`src/rtl/clk_div_ctrl.sv`:
```
// clk_div_ctrl: run/stop clock-enable divider with deferred divisor update; CLK_DIV_CTRL_TICK_CNT_EN adds tick_cnt
module clk_div_ctrl #(
  parameter int DIV_W       = 8,
  parameter int DIV_DEFAULT = 16,
  parameter int CNT_W       = 16
) (
  input  logic             clk,
  input  logic             rst,
  input  logic             en,
  input  logic             cfg_valid,
  input  logic [DIV_W-1:0] cfg_div,
  output logic             cfg_ready,
  output logic             tick,
  output logic             div_clk,
  output logic             busy,
`ifdef CLK_DIV_CTRL_TICK_CNT_EN
  output logic [CNT_W-1:0] tick_cnt,
`endif
  output logic [DIV_W-1:0] cur_div
);
  typedef enum logic [1:0] {IDLE, RUN, PEND} state_t;
  state_t state, state_n;
  logic [DIV_W-1:0] cnt, cnt_n, cur_n, pend, pend_n, clamp_div, cnt_inc;
  logic tick_n, dclk_n, xfer, last;
  if (CNT_W < 1 || DIV_DEFAULT < 2 || DIV_DEFAULT > 2**DIV_W-1) begin : g_bad_param
    $error("clk_div_ctrl: illegal parameter value");
  end
  assign cfg_ready = !rst && state != PEND;
  assign xfer      = cfg_valid && cfg_ready;
  assign busy      = state != IDLE;
  assign clamp_div = (cfg_div < DIV_W'(2)) ? DIV_W'(2) : cfg_div;
  assign last      = cnt == cur_div - DIV_W'(1);
  assign cnt_inc   = last ? '0 : cnt + DIV_W'(1);
  // state, counter, divisor and registered outputs
  always_ff @(posedge clk) begin
    if (rst) begin
      state   <= IDLE;
      cnt     <= '0;
      cur_div <= DIV_W'(DIV_DEFAULT);
      pend    <= '0;
      tick    <= 1'b0;
      div_clk <= 1'b0;
    end else begin
      state   <= state_n;
      cnt     <= cnt_n;
      cur_div <= cur_n;
      pend    <= pend_n;
      tick    <= tick_n;
      div_clk <= dclk_n;
    end
  end
  // next state: a stop or period boundary in PEND commits the waiting divisor
  always_comb begin
    state_n = state;
    cnt_n   = cnt;
    cur_n   = cur_div;
    pend_n  = pend;
    tick_n  = 1'b0;
    dclk_n  = 1'b0;
    if (state == IDLE) begin
      cnt_n   = '0;
      cur_n   = xfer ? clamp_div : cur_div;
      state_n = en ? RUN : IDLE;
    end else if (!en) begin
      state_n = IDLE;
      cnt_n   = '0;
      cur_n   = (state == PEND) ? pend : (xfer ? clamp_div : cur_div);
    end else begin
      cnt_n  = cnt_inc;
      tick_n = last;
      dclk_n = cnt >= (cur_div >> 1);
      if (state == PEND && last) begin
        cur_n   = pend;
        state_n = RUN;
      end else if (xfer) begin
        pend_n  = clamp_div;
        state_n = PEND;
      end
    end
  end
`ifdef CLK_DIV_CTRL_TICK_CNT_EN
  // free-running count of emitted ticks, cleared only by reset
  always_ff @(posedge clk) begin
    if (rst) tick_cnt <= '0;
    else if (tick_n) tick_cnt <= tick_cnt + CNT_W'(1);
  end
`endif
endmodule

```
`config.mk`:
```
export PLATFORM = sky130hd
export DESIGN_NAME = clk_div_ctrl
export DESIGN_NICKNAME = d
export VERILOG_FILES = /design/src/rtl/clk_div_ctrl.sv
export SDC_FILE = /design/constraint.sdc
export NUM_CORES = 1
export LEC_CHECK = 0
export CAP_MARGIN = 15
export CELL_PAD_IN_SITES_DETAIL_PLACEMENT = 0
export CELL_PAD_IN_SITES_GLOBAL_PLACEMENT = 1
export CORE_MARGIN = 3
export CORE_UTILIZATION = 40
export CTS_CLUSTER_DIAMETER = 30
export DETAILED_ROUTE_END_ITERATION = 12
export PLACE_DENSITY = 0.87
export SKIP_CTS_REPAIR_TIMING = 1
export SYNTH_ARGS = -nofsm -noshare
export SYNTH_HDL_FRONTEND = slang
export SYNTH_SLANG_ARGS = --single-unit
```
`constraint.sdc`:
```
create_clock -name clk -period 3 [get_ports clk]
set_clock_uncertainty 0.05 [all_clocks]
set_input_delay 0.45 -clock clk [delete_from_list [all_inputs] [get_ports clk]]
set_output_delay 0.45 -clock clk [all_outputs]
set_load 0.05 [all_outputs]
```
# ---- After elaboration in Yosys (flattened, before gate mapping)
# Cells that the tools add are included.
dict set report totals {
  reg_bits 28
  out_inout_bits 12
  wordCells 38
}
dict set report classes {
  n_addsub 2
  magnitude_cmp 2
  eq_ne 5
  mux 11
  bitwise_logic 3
  n_reduce_logical 9
}
# cell count
set op_table {}
lappend op_table {{$mux 8} 6}
lappend op_table {{$add 8x1->8 const B} 1}
lappend op_table {{$eq 8x8->1} 1}
lappend op_table {{$ge 8x7->1} 1}
lappend op_table {{$lt 8x2->1 const B} 1}
lappend op_table {{$mux 2} 4}
lappend op_table {{$sub 8x1->8 const B} 1}
lappend op_table {{$ne 4x1->1 const B} 1}
lappend op_table {{$reduce_and 4->1} 1}
lappend op_table {{$reduce_or 4->1} 1}
lappend op_table {{$logic_and 1x1->1} 3}
lappend op_table {{$ne 3x1->1 const B} 1}
lappend op_table {{$not 1->1} 3}
lappend op_table {{$reduce_or 3->1} 1}
lappend op_table {{$eq 2x2->1 const B} 1}
lappend op_table {{$logic_not 2->1} 1}
lappend op_table {{$ne 2x2->1 const B} 1}
lappend op_table {{$reduce_bool 2->1} 1}
lappend op_table {{$logic_not 1->1} 1}
lappend op_table {{$mux 1} 1}

# ---- Logic depth before layout (Yosys ltp)
# Gate-level depths: netlist of run 1.
dict set report logic_depth {
  depth_word 7
  depth_mapped 9
  depth_no_buf 8
}

# ---- Least setup slack after synthesis of run 1
# OpenSTA, ideal clock, no wires.
dict set report synth_path {
  kind {reg-to-reg}
  from {register cur_div[3]}
  to {register cur_div[1]}
  setup_time_ns 0.116
  arrival_time_ns 2.430
  path_slack_ns 0.404
  stages_incl_launch_ff 8
  synth_period_minus_slack_ns 2.596
  path_cell_list {dfxtp_1 > or3_1 > or4_1 > a2111oi_2 > and4_2 > buf_2 > o21ai_0 > o211a_1}
}
dict set report synth_between {
  elab_chain_cells 4
}
# item line_no
set synth_rtl {}
lappend synth_rtl {{start, declared} 19} ;# output logic [DIV_W-1:0] cur_div
lappend synth_rtl {{start signal, assigned} 39} ;# cur_div <= DIV_W'(DIV_DEFAULT);
lappend synth_rtl {{start signal, assigned} 46} ;# cur_div <= cur_n;
lappend synth_rtl {{$sub 8x1->8} 32} ;# assign last = cnt == cur_div - DIV_W'(1);
lappend synth_rtl {{$eq 8x8->1} 32}
lappend synth_rtl {{$logic_and 1x1->1} 72} ;# if (state == PEND && last) begin
lappend synth_rtl {{$ne 3x1->1 (no line)} -}
# Every way passes these cells.
# A chain may end at the register's enable or synchronous reset.

# ---- Final worst setup path of run 1
dict set report layout_path {
  from {register cur_div[3]}
  to {register cur_div[4]}
}
# Same word-level chain as after synthesis.

==> reports/metrics.cfg, run 1 <==
[placed_design]
dpl_cell_area_um2 = 1940
dp_hpwl_um = 2880
io_buffers = 23
gp_routability_congestion = 0.859

[critical_path]
cp-start-kind = register
r2r_end = cur_div[4]
rrSetupSlack_ns = 0.50
critPathArrivalTime_ns = 2.62
critPathMaxFanout = 8
required_ns = 3.12
setup.worst_path.class = register to register
reg2reg_depth = 6
r2r-start = cur_div[3]
critPathCaptureType = register

[grt]
grt_remaining_overflow = 0
antenna_found_initial = 0
grtUsageTotal_pct = 16.0
grt_first_pass_wirelength_um = 6480
grt_pass1_vias = 1347
grt_max_degree = 24

[worst_hold_path]
hold_path_depth = 2
holdPathEnd = pend[4]
hold_path_startpoint = pend[4]
hp-class = register to register

[run_status]
status = finished, final reports clean

[yosys]
ys_seq_area_share_pct = 33.9
synth_warnings = 0
syn_nets = 224
yosys-top-cells-area = dfxtp_1 34%, ha_1 6.8%, mux2i_1 5.5%
avgSynthCellArea_um2 = 8.14
netlist_area_um2 = 1650
synth_top_area_share_pct = 33.9
synth-seq-cells = 28
synth_cells = 203
synthArstFlopShare_pct = 0
synth_edf_count = 0
synth_cell_types = 39
yosys.area.top_type = dfxtp_1
ys.flop_type = dfxtp_1

[floorplanning]
die_x_um = 70.3
ios = 24
die_area_um2 = 4940
initial_core_util_pct = 43.2
core_um2 = 3830
dieHeight_um = 70.3
num_rows = 22

[clock_network]
clk_pin_slew_worst_paths_ns = 0.10
root_buffer = clkbuf_8
cts_tree = built
h-tree-depth = 1
cts_buffers = 3
worstSkewPairLatency_ns = 0.28
cts_sinks = 28
clockBufferDepth = 2

[power_and_ir_drop]
p_seq_share_pct = 47.2
power.leakage_nw = 0.750
p_int_w = 0.000591
power_frac_comb_pct = 25.0
sw_frac_of_total_pct = 31.3
power_density_nw_per_um2 = 432
power_switching_w = 0.000270
pwr-share-clk_pct = 27.7
irDropWorstVdd_mv = 0.263

[routing]
routed_wl_um = 3820
first_pass_iters = 4
vias = 1498
drcViolationCount = 0
ant_nets = 0
dr.first_iter.drc_count = 88
routedWlPerCell_um = 13.9
viasPerCell = 5.47

[final_layout]
final_cell_mix = 28 x dfxtp_1, 22 x nand2_1, 22 x clkdlybuf4s50_1, 19 x nor2_1, 15 x a21oi_1
finalNetCount = 248
drive_gt1_share_pct = 5.75
final_area_um2 = 1990
syn2layout_area_growth_pct = 20.4
nFillCells = 389
diodes = 0
layout_commonest_cell = dfxtp_1

[sta]
tightest_slew_ns = 0.627
max_freq_mhz = 399
fin_tns_setup_ns = 0
holdWs_ns = 0.412
finalSetupViolCount = 0
fin_crit_sh_pct = 83.5
layout_min_cycle_time_ns = 2.50
maxSlewViolCount = 0
finalHoldViolations = 0
rsz0062_at_grt = false
relSlewSlack_pct = 58.0

[job]
drv_cap = 0

[logic make-up after synthesis]
logic type                 after synthesis  share of synthesized area, %
and+or+nand+nor                         68                          19.5
AOI/OAI and AO/OA                       52                          20.9
DFF                                     28                          33.9
buffers and inverters                   21                          4.84
xor gates and xnor gates                15                          7.95
muxes                                   10                          6.13
adders and majority gates                9                          6.81
[worst max-delay path by stage]
stage / end / from / slack (ns) / depth (start not counted)
final: cur_div[4] / cur_div[3] / 0.50 / 6
after global routing: cur_div[4] / cur_div[3] / 0.30 / 6
after CTS: cur_div[4] / cur_div[3] / 0.50 / 6
after detailed placement: cur_div[4] / cur_div[3] / 0.52 / 6
after global placement: cur_div[4] / cur_div[3] / 0.56 / 6
after floorplan: cur_div[1] / cur_div[3] / 0.40 / 7
[sequential cells by signal, summed over array words and instances, names as in the netlist]
| register | cells |
|---|---|
| cnt | 8 |
| cur_div | 8 |
| pend | 8 |
| state | 2 |
| div_clk | 1 |
| tick | 1 |
[cell usage after synthesis, types with 2 or more instances]
master    instances
nor3_1            4
a21oi_1          15
dfxtp_1          28
ha_1              9
and3_1            4
clkbuf_1          5
inv_1            14
xnor2_1           7
nor2_1           19
nor2b_1           3
nand3_1           6
nand2_1          22
or4_1             2
mux2i_1           9
xor2_1            8
o21ai_0          11
a211oi_1          6
o31ai_1           9
a31oi_1           2
[per-stage QoR]
step / setup WS (ns) / std cells / util, % / total power [W]
final: 0.496 / 274 / 52.0 / 0.000861
after global routing: 0.300 / 274 / 52.0 / 0.000906
after CTS: 0.496 / 274 / 52.0 / 0.000870
after detailed placement: 0.519 / 270 / 50.6 / 0.000630
after global placement: 0.557 / 270 / 50.6 / 0.000629
after floorplan: 0.404 / 203 / - / 0.000557
[layer usage]
| layer | track usage [%] | vias up | wire length, um | share of wire (%) |
|---|---|---|---|---|
| li1 | - | 766 | - | - |
| met1 | 23.1 | 701 | 1960 | 51 |
| met2 | 24.0 | 27 | 1690 | 44 |
| met3 | 3.31 | 4 | 132 | 3.5 |
| met4 | 3.83 | 0 | 31 | 0.81 |
| met5 | 0 | - | 0 | 0 |
[power by group through the flow]
| stage | Sequential (W) | Combinational, W | Clock (W) |
|---|---|---|---|
| CTS | 0.000407 | 0.000215 | 0.000247 |
| global route | 0.000410 | 0.000235 | 0.000261 |
| global placement | 0.000415 | 0.000214 | 0 |
| floorplan | 0.000443 | 0.000114 | 0 |
| finish | 0.000407 | 0.000215 | 0.000239 |
| detailed placement | 0.000416 | 0.000214 | 0 |
[cell type report]
cell class / instances / area [um2] / share of cell area, %
Sequential cell: 28 / 561 / 28.2
Timing Repair Buffer: 26 / 250 / 12.6
Tap cell: 48 / 60.1 / 3.02
Multi-Input combinational cell: 154 / 1010 / 50.8
Clock buffer: 4 / 55.1 / 2.77
Inverter: 14 / 52.6 / 2.64
[worst max-delay path: stages, from the launching register on]
cell and delay [ns]:
dfxtp_1 0.38, or3_1 0.40, or4_1 0.49, a2111oi_2 0.46
a31oi_1 0.22, o21ai_4 0.28, o211ai_1 0.11
Power figures use the tool's default switching activity.
==> inputs of run 2 (changes only) <==
- CORE_UTILIZATION: 40 -> 36
- PLACE_DENSITY: 0.87 -> 0.83
- clock period: 3 -> 2.1 ns (I/O delays scaled with it)
==> reports/metrics.cfg, run 2 (synthesized netlist as in run 1, its figures left out) <==
[power_and_ir_drop]
sw_frac_of_total_pct = 29.2  ; was 31.3%
power_frac_comb_pct = 27.3  ; was 25.0%
irDropWorstVdd_mv = 0.377  ; was 0.263 mV
p_int_w = 0.000970  ; was 0.000591 W
power_density_nw_per_um2 = 612  ; was 432 nW/um2
power_switching_w = 0.000401  ; was 0.000270 W
pwr-share-clk_pct = 31.1  ; was 27.7%
power.leakage_nw = 0.877  ; was 0.750 nW
p_seq_share_pct = 41.6  ; was 47.2%

[final_layout]
seqCellArea_um2 = 573  ; was 561 um2
finalNetCount = 269  ; was 248
syn2layout_area_growth_pct = 35.4  ; was 20.4%
nFillCells = 466  ; was 389
final_cells = 299  ; was 274
layout_commonest_cell = buf_4  ; was dfxtp_1
final_cell_mix = 25 x buf_4, 22 x dfxtp_1, 21 x nand2_1, 21 x clkdlybuf4s50_1, 19 x nor2_1  ; was 28 x dfxtp_1, 22 x nand2_1, 22 x clkdlybuf4s50_1, 19 x nor2_1, 15 x a21oi_1
reg_top3 = cnt: 8 flops, cur_div: 8 flops, pend: 8 flops  ; unchanged
final_area_um2 = 2240  ; was 1990 um2
multi_input_area_um2 = 1060  ; was 1010 um2
diodes = 0  ; unchanged
drive_gt1_share_pct = 19.0  ; was 5.75%

[routing]
viasPerCell = 5.28  ; was 5.47
ant_nets = 0  ; unchanged
dr.first_iter.drc_count = 57  ; was 88
vias = 1578  ; was 1,498
first_pass_iters = 4  ; unchanged
drcViolationCount = 0  ; unchanged
routedWlPerCell_um = 13.9  ; about the same
routed_wl_um = 4170  ; was 3820 um

[run_status]
status = complete, but fails checks  ; was finished, final reports clean
violations = negative setup slack

[floorplanning]
dieHeight_um = 73.8  ; was 70.3 um
ios = 24  ; unchanged
die_area_um2 = 5440  ; was 4940 um2
num_rows = 24  ; was 22
initial_core_util_pct = 37.7  ; was 43.2%
core_um2 = 4380  ; was 3830 um2
die_x_um = 73.8  ; was 70.3 um

[sta]
rsz0062_at_grt = true  ; was false
tightest_slew_ns = 0.606  ; was 0.627 ns
fin_crit_sh_pct = 109  ; was 83.5%
max_freq_mhz = 438  ; was 399 MHz
layout_min_cycle_time_ns = 2.28  ; was 2.50 ns
relSlewSlack_pct = 59.4  ; was 58.0%
finalSetupViolCount = 18  ; was 0
finalHoldViolations = 0  ; unchanged
maxSlewViolCount = 0  ; unchanged
fin_tns_setup_ns = -2.43  ; was 0 ns
setup_ws_ns = -0.181  ; was 0.496 ns

[clock_network]
cts_tree = built  ; unchanged
clockBufferDepth = 2  ; unchanged
h-tree-depth = 1  ; unchanged
worstSkewPairLatency_ns = 0.28  ; about the same
cts_buffers = 3  ; unchanged
root_buffer = clkbuf_8  ; unchanged
clk_pin_slew_worst_paths_ns = 0.10  ; about the same
cts_sinks = 28  ; unchanged

[critical_path]
critPathMaxFanout = 8  ; unchanged
setup.worst_path.class = register to register  ; unchanged
critPathCaptureType = register  ; unchanged
required_ns = 2.22  ; was 3.12 ns
critPathArrivalTime_ns = 2.40  ; was 2.62 ns
cp-start-kind = register  ; unchanged

[placed_design]
dp_hpwl_um = 3340  ; was 2880 um
dpl_cell_area_um2 = 2130  ; was 1940 um2
io_buffers = 23  ; unchanged
gp_routability_congestion = 0.775  ; was 0.859
dpl.cell_count = 294  ; was 270

[grt]
grt_max_degree = 19  ; was 24
grtUsageTotal_pct = 16.4  ; was 16.0%
antenna_found_initial = 0  ; unchanged
grt_pass1_vias = 1451  ; was 1,347
grt_remaining_overflow = 0  ; unchanged
grt_first_pass_wirelength_um = 7040  ; was 6480 um

[worst_hold_path]
hp-class = register to register  ; unchanged

[job]
drv_cap = 0  ; unchanged

run 2: changes by cell type in the layout (fill, tap and decap cells not counted), sizes merged:
cell / before / now
clkbuf: 4 / 3
clkdlybuf4s50: 22 / 21
buf: 4 / 26
bufinv: 0 / 1
run 2: layout make-up:
| cell class | instances | area share, % |
|---|---|---|
| Clock buffer | 3 | 1.84 |
| Timing Repair Buffer | 47 | 18.7 |
| Inverter | 14 | 2.35 |
| Multi-Input combinational cell | 154 | 47.3 |
| Sequential cell | 28 | 25.6 |
| Clock inverter | 1 | 1.34 |
| Tap cell | 52 | 2.91 |
run 2: layer usage:
metal | global-route usage, % | wire (um)
met1 | 22.1 | 2000
met4 | 3.22 | 21
met2 | 27.5 | 2000
met3 | 2.87 | 155
met5 | 0 | 0
run 2: stage by stage:
step	utilization (%)	power (W)	hold slack [ns]	setup slack [ns]
floorplan	-	0.000807	0.386	-0.130
global placement	48.7	0.000946	0.394	-0.133
detailed placement	48.7	0.000951	0.401	-0.174
CTS	50.3	0.00138	0.417	-0.196
global route	51.1	0.00144	0.434	-0.258
finish	51.1	0.00137	0.412	-0.181
run 2: final timing paths:
check | endpoint | cells past startpoint | from | slack [ns]
setup / recovery | cur_div[4] | 6 | cur_div[4] | -0.18
hold / removal | pend[0] | 2 | pend[0] | 0.41
setup reg to reg | cur_div[4] | 6 | cur_div[4] | -0.18
hold reg to reg | pend[0] | 2 | pend[0] | 0.41
run 2: worst max-delay path: stages, from the launching register on:
cell and delay, ns:
dfxtp_4 0.35, or3_4 0.38, or4_4 0.44, a2111oi_4 0.38, a31oi_2 0.18, o21ai_4 0.27
o211ai_1 0.11
run 2: power by group through the flow:
stage                     logic, W  registers (W)  clock network, W
after floorplan           0.000171       0.000636                 0
after global placement    0.000364       0.000582                 0
after detailed placement  0.000369       0.000582                 0
after CTS                 0.000371       0.000570          0.000441
after global routing      0.000410       0.000573          0.000456
final                     0.000375       0.000570          0.000426
==> inputs of run 3 (changes only) <==
- ABC_AREA: not set -> 1
- CAP_MARGIN: 15 -> 0
- CORE_UTILIZATION: 36 -> 34
- PLACE_DENSITY: 0.83 -> 0.82
==> reports/metrics.cfg, run 3 <==
[yosys]
synth_cell_types = 28  ; was 39
synth_warnings = 0  ; unchanged
synth-seq-cells = 28  ; unchanged
syn_nets = 293  ; was 224
yosys.area.top_type = dfxtp_1  ; unchanged
synth_cells = 272  ; was 203
avgSynthCellArea_um2 = 6.49  ; was 8.14 um2
ys_seq_area_share_pct = 31.8  ; was 33.9%
synth_edf_count = 0  ; unchanged
synthArstFlopShare_pct = 0  ; unchanged
ys.flop_type = dfxtp_1  ; unchanged
yosys-top-cells-area = dfxtp_1 32%, nand2_1 13%, nor2_1 10%  ; was dfxtp_1 34%, ha_1 6.8%, mux2i_1 5.5%
netlist_area_um2 = 1770  ; was 1650 um2
synth_top_area_share_pct = 31.8  ; was 33.9%
synth_common_cells = 61 x nand2_1, 49 x nor2_1, 38 x inv_1  ; was 28 x dfxtp_1, 22 x nand2_1, 19 x nor2_1
synth.most_common_cell = nand2_1  ; was dfxtp_1

[floorplanning]
dieHeight_um = 78.1  ; was 73.8 um
num_rows = 25  ; was 24
ios = 24  ; unchanged
core_um2 = 4880  ; was 4380 um2
die_area_um2 = 6090  ; was 5440 um2
die_x_um = 78.1  ; was 73.8 um
initial_core_util_pct = 36.2  ; was 37.7%

[grt]
grt_remaining_overflow = 0  ; unchanged
grt_pass1_vias = 1576  ; was 1,451
grtUsageTotal_pct = 14.5  ; was 16.4%
antenna_found_initial = 0  ; unchanged
grt_first_pass_wirelength_um = 7300  ; was 7040 um
grt_max_degree = 16  ; was 19

[power_and_ir_drop]
finalPower_w = 0.00130  ; was 0.00137 W
power.leakage_nw = 1.02  ; was 0.877 nW
power_density_nw_per_um2 = 580  ; was 612 nW/um2
irDropWorstVdd_mv = 0.235  ; was 0.377 mV

[critical_path]
setup.worst_path.class = register to output port  ; was register to register
r2r-start = cur_div[0]  ; was cur_div[4]
critPathCaptureType = output port  ; was register
critPathMaxStageDelay_ns = 0.87  ; was 0.44 ns
cp-start-kind = register  ; unchanged
worst-path-stages = 1  ; was 6
required_ns = 1.74  ; was 2.22 ns
critPathBufInv = 1  ; was 0
critPathArrivalTime_ns = 1.65  ; was 2.40 ns
r2r_end = cur_div[1]  ; was cur_div[4]
reg2reg_depth = 14  ; was 6
cp_top_family = buffers and inverters  ; was compound AO/OA/AOI/OAI gates
critPathMaxFanout = 6  ; was 8
path_cells = clkdlybuf4s50_1  ; was or3_4, or4_4, a2111oi_4, a31oi_2, o21ai_4, o211ai_1
rrSetupSlack_ns = 0.20  ; was -0.18 ns
slowest_stage = clkdlybuf4s50_1  ; was or4_4

[final_layout]
finalNetCount = 325  ; was 269
reg_top3 = cnt: 8 flops, cur_div: 8 flops, pend: 8 flops  ; unchanged
layout_commonest_cell = nand2_1  ; was buf_4
diodes = 0  ; unchanged
drive_gt1_share_pct = 12.2  ; was 19.0%
syn2layout_area_growth_pct = 26.6  ; was 35.4%
final_cell_mix = 61 x nand2_1, 46 x nor2_1, 36 x inv_1, 26 x dfxtp_1, 21 x clkdlybuf4s50_1  ; was 25 x buf_4, 22 x dfxtp_1, 21 x nand2_1, 21 x clkdlybuf4s50_1, 19 x nor2_1
nFillCells = 542  ; was 466

[sta]
rsz0062_at_grt = false  ; was true
maxSlewViolCount = 0  ; unchanged
fin_crit_sh_pct = 95.9  ; was 109%
relSlewSlack_pct = 66.6  ; was 59.4%
layout_min_cycle_time_ns = 2.01  ; was 2.28 ns
holdWs_ns = 0.425  ; was 0.412 ns
tightest_slew_ns = 0.501  ; was 0.606 ns
finalSetupViolCount = 0  ; was 18
max_freq_mhz = 496  ; was 438 MHz
fin_tns_setup_ns = 0  ; was -2.43 ns
finalHoldViolations = 0  ; unchanged

[clock_network]
cts_buffers = 3  ; unchanged
worstSkewPairLatency_ns = 0.28  ; about the same
h-tree-depth = 1  ; unchanged
cts_sinks = 28  ; unchanged
root_buffer = clkbuf_8  ; unchanged
cts_tree = built  ; unchanged
clk_pin_slew_worst_paths_ns = 0.10  ; about the same
clockBufferDepth = 2  ; unchanged

[worst_hold_path]
hold_path_depth = 1  ; was 2
holdPathEnd = cnt[0]  ; was pend[0]
hp-class = register to register  ; unchanged
hold_path_startpoint = cnt[0]  ; was pend[0]

[routing]
drcViolationCount = 0  ; unchanged
dr.first_iter.drc_count = 104  ; was 57
routed_wl_um = 4190  ; was 4170 um
ant_nets = 0  ; unchanged
routedWlPerCell_um = 11.3  ; was 13.9 um
viasPerCell = 4.61  ; was 5.28
first_pass_iters = 4  ; unchanged
vias = 1706  ; was 1,578

[placed_design]
io_buffers = 23  ; unchanged
gp_routability_congestion = 0.851  ; was 0.775
dp_hpwl_um = 3260  ; was 3340 um

[job]
drv_cap = 0  ; unchanged

[run_status]
status = finished, final reports clean  ; was complete, but fails checks

## run 3: changes by cell type after synthesis, sizes merged, moves of 5 or more
cell    before  now
a211oi       6    1
and3         5    0
inv         14   40
mux2i        9    0
nand2       22   64
nand3        6   14
nor2        19   54
o21ai       12   18
o31ai        9    0
## run 3: power breakdown
part / switching (W) / internal, W / total, W
clock network: 0.000177 / 0.000168 / 0.000345
logic: 0.000224 / 0.000147 / 0.000371
registers: 0.0000290 / 0.000551 / 0.000580
total: 0.000429 / 0.000867 / 0.00130
## run 3: layout make-up
cell class / count / area (um2) / area share (%)
Sequential cell: 28 / 566 / 25.3
Tap cell: 67 / 83.8 / 3.75
Timing Repair Buffer: 33 / 330 / 14.8
Inverter: 40 / 153 / 6.83
Clock buffer: 4 / 55.1 / 2.46
Multi-Input combinational cell: 198 / 1050 / 46.9
## run 3: worst max path at each step
stage | slack, ns | startpoint | endpoint
floorplan | 0.03 | cur_div[0] | pend[5]
global placement | -0.03 | cur_div[0] | cur_div[1]
detailed placement | -0.06 | cur_div[0] | cur_div[1]
CTS | -0.07 | cur_div[0] | cur_div[1]
global route | 0.005 | cur_div[0] | cur_div[3]
finish | 0.09 | cur_div[6] | cur_div[6]
## run 3: kinds of logic (layout without fill, tap and decap cells)
group	after synthesis	after routing	share of synthesized area, %
adders and majority gates	9	9	6.38
DFF	28	28	31.8
buffers and inverters	46	77	10.8
AOI/OAI and AO/OA	41	41	12.4
and+or+nand+nor	140	140	34.7
xor gates and xnor gates	8	8	3.97
## run 3: per-stage QoR
stage | util, % | cell area, um2 | cells | worst slack (ns)
after detailed placement | 42.9 | 2090 | 361 | -0.0582
final | 45.8 | 2240 | 370 | 0.0852
after CTS | 44.0 | 2150 | 365 | -0.0728
after floorplan | - | 1770 | 272 | 0.0325
after global placement | 42.9 | 2090 | 361 | -0.0331
after global routing | 45.8 | 2240 | 370 | 0.00544
## run 3: metal layers
layer  global-route usage (%)  part of all wire (%)  vias up
met5                        0                     0        -
met4                     4.90                     0        0
met3                     1.49                   3.1        0
met2                     23.6                    47       29
met1                     20.1                    50      758
li1                         -                     -      919
